--- src/rtl/ft245_sync_phy.sv ---
// rtl/ft245_sync_phy.sv - FT245 synchronous-FIFO bus master with bounded read/write bursts.
// Optional SIWU# idle pulse generator enabled by `define SEND_IMMEDIATE_EN.
module ft245_sync_phy #(
  parameter int RD_BURST_MAX   = 64,
  parameter int WR_BURST_MAX   = 512,
  parameter int SI_IDLE_CYCLES = 64
) (
  input  logic       clk,
  input  logic       rst_n,
  input  logic       run,
  input  logic [7:0] data_i,
  output logic [7:0] data_o,
  output logic       data_en,
  output logic       output_enable_ftd_n,
  input  logic       ftd_rx_fifo_empty,
  output logic       read_rx_fifo_ftd_n,
  input  logic       ftd_tx_fifo_full,
  output logic       write_tx_fifo_ftd_n,
  output logic       send_immediately_ftd_n,
  output logic [7:0] ds_stream,
  output logic       ds_valid,
  input  logic [7:0] us_stream,
  input  logic       us_valid,
  output logic       us_ready
);

  typedef enum logic [2:0] {IDLE, RD_OE, RD_BURST, TURN, WR_BURST} state_t;

  localparam logic [8:0]  RD_MAX = 9'(RD_BURST_MAX);
  localparam logic [10:0] WR_MAX = 11'(WR_BURST_MAX);

  if (RD_BURST_MAX < 1 || RD_BURST_MAX > 255 || WR_BURST_MAX < 1 ||
      WR_BURST_MAX > 1023 || SI_IDLE_CYCLES < 1) begin : g_bad_params
    $error("ft245_sync_phy: parameter out of range");
  end

  state_t      state;
  logic        last_wr;
  logic        hold_full;
  logic [8:0]  rd_cnt;
  logic [10:0] wr_cnt;

  logic rd_pend, wr_pend, pick_rd, pick_wr;
  logic rd_xfer, rd_done, wr_xfer, wr_load, hold_next;

  always_comb begin
    rd_pend   = !ftd_rx_fifo_empty;
    wr_pend   = (us_valid || hold_full) && !ftd_tx_fifo_full && (run || hold_full);
    pick_rd   = rd_pend && (last_wr || !wr_pend);
    pick_wr   = wr_pend && !pick_rd;
    rd_xfer   = (state == RD_BURST) && !read_rx_fifo_ftd_n && !ftd_rx_fifo_empty;
    rd_done   = (state == RD_BURST) &&
                (ftd_rx_fifo_empty || (rd_xfer && (rd_cnt + 9'd1 >= RD_MAX)));
    wr_xfer   = (state == WR_BURST) && !write_tx_fifo_ftd_n && !ftd_tx_fifo_full;
    // A byte leaving the holding register this edge frees it for a same-edge refill.
    us_ready  = (state == WR_BURST) && (wr_cnt < WR_MAX) && (!hold_full || wr_xfer);
    wr_load   = us_valid && us_ready;
    hold_next = wr_load || (hold_full && !wr_xfer);
  end

  always_ff @(posedge clk) begin
    if (!rst_n) begin
      state               <= IDLE;
      last_wr             <= 1'b1;
      hold_full           <= 1'b0;
      rd_cnt              <= '0;
      wr_cnt              <= '0;
      data_o              <= 8'h00;
      data_en             <= 1'b0;
      output_enable_ftd_n <= 1'b1;
      read_rx_fifo_ftd_n  <= 1'b1;
      write_tx_fifo_ftd_n <= 1'b1;
      ds_stream           <= 8'h00;
      ds_valid            <= 1'b0;
    end else begin
      ds_valid <= 1'b0;
      case (state)
        IDLE: begin
          if (pick_rd) begin
            state               <= RD_OE;
            output_enable_ftd_n <= 1'b0;
          end else if (pick_wr) begin
            state               <= WR_BURST;
            data_en             <= 1'b1;
            wr_cnt              <= '0;
            write_tx_fifo_ftd_n <= !hold_full;
          end
        end
        RD_OE: begin
          state              <= RD_BURST;
          read_rx_fifo_ftd_n <= 1'b0;
          rd_cnt             <= '0;
        end
        RD_BURST: begin
          if (rd_xfer) begin
            ds_stream <= data_i;
            ds_valid  <= 1'b1;
            rd_cnt    <= rd_cnt + 9'd1;
          end
          if (rd_done) begin
            read_rx_fifo_ftd_n  <= 1'b1;
            output_enable_ftd_n <= 1'b1;
            last_wr             <= 1'b0;
            state               <= TURN;
          end
        end
        TURN: state <= IDLE;
        WR_BURST: begin
          hold_full <= hold_next;
          if (wr_load) begin
            data_o <= us_stream;
            wr_cnt <= wr_cnt + 11'd1;
          end
          // Leave only with nothing held, so a stalled byte is never dropped.
          if (!hold_next) begin
            write_tx_fifo_ftd_n <= 1'b1;
            data_en             <= 1'b0;
            last_wr             <= 1'b1;
            state               <= TURN;
          end else begin
            write_tx_fifo_ftd_n <= 1'b0;
          end
        end
        default: state <= IDLE;
      endcase
    end
  end

`ifdef SEND_IMMEDIATE_EN
  localparam logic [15:0] SI_LAST = 16'(SI_IDLE_CYCLES - 1);

  logic [15:0] si_cnt;
  logic        si_armed;
  logic        oe_low_next;

  always_comb begin
    oe_low_next = (state == IDLE && pick_rd) || (state == RD_OE) ||
                  (state == RD_BURST && !rd_done);
  end

  always_ff @(posedge clk) begin
    if (!rst_n) begin
      si_cnt                 <= '0;
      si_armed               <= 1'b0;
      send_immediately_ftd_n <= 1'b1;
    end else begin
      send_immediately_ftd_n <= 1'b1;
      if (wr_xfer) begin
        si_cnt   <= '0;
        si_armed <= 1'b1;
      end else begin
        if (si_cnt < SI_LAST) si_cnt <= si_cnt + 16'd1;
        // Deferred while a read holds OE# low; stays armed until the bus is free.
        if (si_armed && si_cnt >= SI_LAST && !oe_low_next) begin
          send_immediately_ftd_n <= 1'b0;
          si_armed               <= 1'b0;
        end
      end
    end
  end
`else
  assign send_immediately_ftd_n = 1'b1;
`endif

endmodule
--- config.mk ---
export PLATFORM = sky130hd
export DESIGN_NAME = ft245_sync_phy
export DESIGN_NICKNAME = d
export VERILOG_FILES = /design/src/rtl/ft245_sync_phy.sv
export SDC_FILE = /design/constraint.sdc
export NUM_CORES = 1
export LEC_CHECK = 0
export ABC_CLOCK_PERIOD_IN_PS = 3300
export BUFFER_PORTS_ARGS = -buffer_cell sky130_fd_sc_hd__buf_2
export CORE_MARGIN = 4
export CORE_UTILIZATION = 57
export CTS_CLUSTER_DIAMETER = 120
export CTS_CLUSTER_SIZE = 24
export DETAILED_ROUTE_END_ITERATION = 8
export PLACE_DENSITY = 0.83
export SLEW_MARGIN = 20
export SYNTH_ARGS = -nofsm -noshare
export SYNTH_HDL_FRONTEND = slang
export SYNTH_SLANG_ARGS = --single-unit
export TNS_END_PERCENT = 20
--- constraint.sdc ---
create_clock -name clk -period 3.3 [get_ports clk]
set_clock_uncertainty 0.1 [all_clocks]
set_input_delay 0.495 -clock clk [delete_from_list [all_inputs] [get_ports clk]]
set_output_delay 0.495 -clock clk [all_outputs]
set_load 0.01 [all_outputs]
==> metrics.md <==
| Metric | Value |
|---|---|
| Tot GR Track Use | 0.1943 |
| Initial Util | 0.6081 |
| Hold Crit Start | us_stream[0] |
| Pwr Density | 473.6 nW/um^2 |
| Main synth FF type | dfxtp_1 |
| Clk root buf | clkbuf_8 |
| Clock Sinks | 46 |
| Final ANT Viol Nets | 0 |
| Fmax | 0.4284 GHz |
| Largest net degree at the start of global routing | 33 |
| Placer Congestion | 0.7870 |
| Max_slew headroom | 0.6069 |
| Crit path launch type | flop |
| Synthesized area | 2093 um^2 |
| Remaining routing DRC violations | 0 |
| Post-CTS Setup Bufs | 0 |
| Hold path cells | 3 |
| # fillers | 293 |
| Hold-fix buffers, CTS | 0 |
| Total power | 1.160 mW |
| Hold EP | data_o[0] |
| Placed Area | between 2000 and 2500 um^2 |
| Mapped Nets | 267 |
| Clk_lat worst skew | 0.29 ns |
| Largest family of logic cells by synthesized area | simple AND/OR/NAND/NOR gates |
| RSZ-0062 raised after global routing | false |
| Most frequent cells in the layout | nand2_1 (46), dfxtp_1 (46), buf_2 (43), nor2_1 (23), a21boi_1 (19) |
| Worst-Margin Slew | 0.5879 ns |
| Die Ht | 68.60 um |
| Adder-Cell Fraction of Synth Area | 0.01195 |
| Vias per cell | 5.451 |
| Die ar. | 4706 um^2 |
| Gate Count Post-Synth | ~240 |
| CP Class | flop to output pin |
| Post-synth cell types | 47 |
| Post-synthesis sequential area ratio | 0.4399 |
| Final hold slack | 0.3274 ns |
| Hold Crit Class | input pin to flop |
| Setup Viol. Count Final | 0 |
| Synth area leaders | dfxtp_1 (44%), nand2_1 (8.2%), a21boi_1 (6.8%) |
| Layout cells sized above 1 | 0.2021 |
| Horiz. Die Dim | 68.60 um |
| Final setup TNS | 0 ns |
| Worst Setup End Kind | output pin |
| Inserted Clock Buffers | 5 |
| Post-synth EDFFs | 0 |
| Worst R2R End | wr_cnt[7] |
| Final period util | 0.7074 |
| Vias in the first global route | 1641 |
| Detailed Place HPWL | 3036 um |
| Vias | 1788 |
| Post-CTS sizing | 0 |
| Mux cell area share after synthesis | 0.004782 |
| Multi-input logic area | 1099 um^2 |
| Initial DRC count | 90 |
| I/O Pins | 45 |
| Syn. warnings | 0 |
| Yosys reg bits | 46 |
| Area leader, netlist | dfxtp_1 |
| Static leakage | 0.9961 nW |
| VDD IR max | 0.3281 mV |
| Fin nets | 305 |
| Area growth from synthesis to layout | 17.04% |
| Post-layout util | 0.7117 |
| Initial antenna violation count | 0 |
| Synth Area in Compound Gates | 0.2026 |
| Hold Violations, Final | 0 |
| Tmin final | roughly 2.3 ns |
| WP data arrival | 1.74 ns |
| DRT Pass-1 Iters | 4 |
| Post-synthesis xor/xnor area fraction | 0.05439 |
| CP Data Required Time | 2.70 ns |
| Avg WL per Cell | 12.75 um |
| Largest buffer count on any clock path | 2 |
| H-tree level count | 2 |
| Status | complete, no violations |
| Core box area | ~3400 um^2 |
| Final slew viol count | 0 |
| Reg-to-reg critical path startpoint | state[2] |
| Antenna cells | 0 |
| TritonCTS clock tree | yes |
| First-pass GRT wire length | 6955 um |
| Syn Area/Cell | 8.614 um^2 |
| Post-Route WL | roughly 4200 um |
| Overflow after GRT | 0 |
| Post-route cell area | 2450 um^2 |
| Simple-Gate Fraction of Synth Area | 0.2493 |
| R2R cell count | 5 |
| Clk pin slew, worst setup/hold paths | 0.08 ns |
| Yosys top cell area share | 0.4399 |
| Site row count | 21 |
| Flop2flop setup slack | roughly 1.0 ns |
| FFs w/ async S/R, synth | 0 |
| Port Buf Inserts | 43 |
| Max-cap violations | 0 |
| Worst-path maximum fanout | 8 |
| Register Area | 920.9 um^2 |
[cell type report]
class,count,area share
clock buffers,6,0.03371
flip-flops and latches,46,0.3759
repair buffers,44,0.09091
multi-input cells,182,0.4484
clock inverters,2,0.02451
well taps,46,0.02349
inverters,2,0.003064
[cells in the mapped netlist (all sizes together) (2+ instances only)]
master and count:
a211oi 4, a21boi 19, a21oi 9, a31oi 5, and2 3, and3 5, and4 3, buf 7
clkbuf 6, dfxtp 46, ha 2, inv 2, nand2 46, nand3 6, nand4 4, nor2 23
nor2b 3, nor3 2, nor3b 2, o2111ai 2, o211ai 3, o21ai 6, o31ai 3, or3 2
or3b 3, xnor2 6, xor2 7
[state kept, by name (all words and copies together) (netlist names)]
name                 cells
ds_stream                8
rd_cnt                   9
data_en                  1
output_enable_ftd_n      1
last_wr                  1
hold_full                1
wr_cnt                  11
data_o                   8
state                    3
write_tx_fifo_ftd_n      1
ds_valid                 1
read_rx_fifo_ftd_n       1
[power breakdown]
part | leakage (nW) | switching [mW] | total [mW] | internal (mW)
registers | 0.372 | 0.0112 | 0.575 | 0.564
clock network | 0.0714 | 0.177 | 0.499 | 0.323
logic | 0.553 | 0.0485 | 0.0855 | 0.0370
total | 0.996 | 0.237 | 1.16 | 0.924
[worst max-delay path, cell delays in order, from the launching register on]
cell and delay (ns):
dfxtp_1 0.43, nor3b_1 0.49, nand2_1 0.20, nor3_1 0.17, buf_2 0.16
[metrics by stage]
step / std cells / setup WS, ns
5_1_grt: 328 / 0.7238
6_report: 328 / 0.9657
3_3_place_gp: 320 / 1.088
3_5_place_dp: 320 / 0.9979
4_1_cts: 328 / 0.9629
2_1_floorplan: 243 / 1.281
[layer usage]
layer | track usage | part of all wire
met5 | 0 | 0
met4 | 0.07444 | 0.015
met3 | 0.05511 | 0.074
met2 | 0.3242 | 0.46
met1 | 0.2352 | 0.46
[cell families after synthesis]
group / after synthesis
buffers and inverters: 15
AO/OA/AOI/OAI: 58
adder cells (fa/ha/maj): 2
multiplexers: 1
other: 1
flip-flops: 46
AND/OR/NAND/NOR: 107
XOR/XNOR: 13
[worst max-delay path by stage]
stage	startpoint	to	slack [ns]	depth (start not counted)
CTS	state[2]	us_ready	0.96	4
detailed placement	state[2]	wr_cnt[5]	1.0	5
global placement	state[2]	wr_cnt[7]	1.09	5
floorplan	state[0]	wr_cnt[5]	1.28	7
global route	state[2]	wr_cnt[7]	0.72	5
finish	state[2]	us_ready	0.97	4
Power figures use the tool's default switching activity.
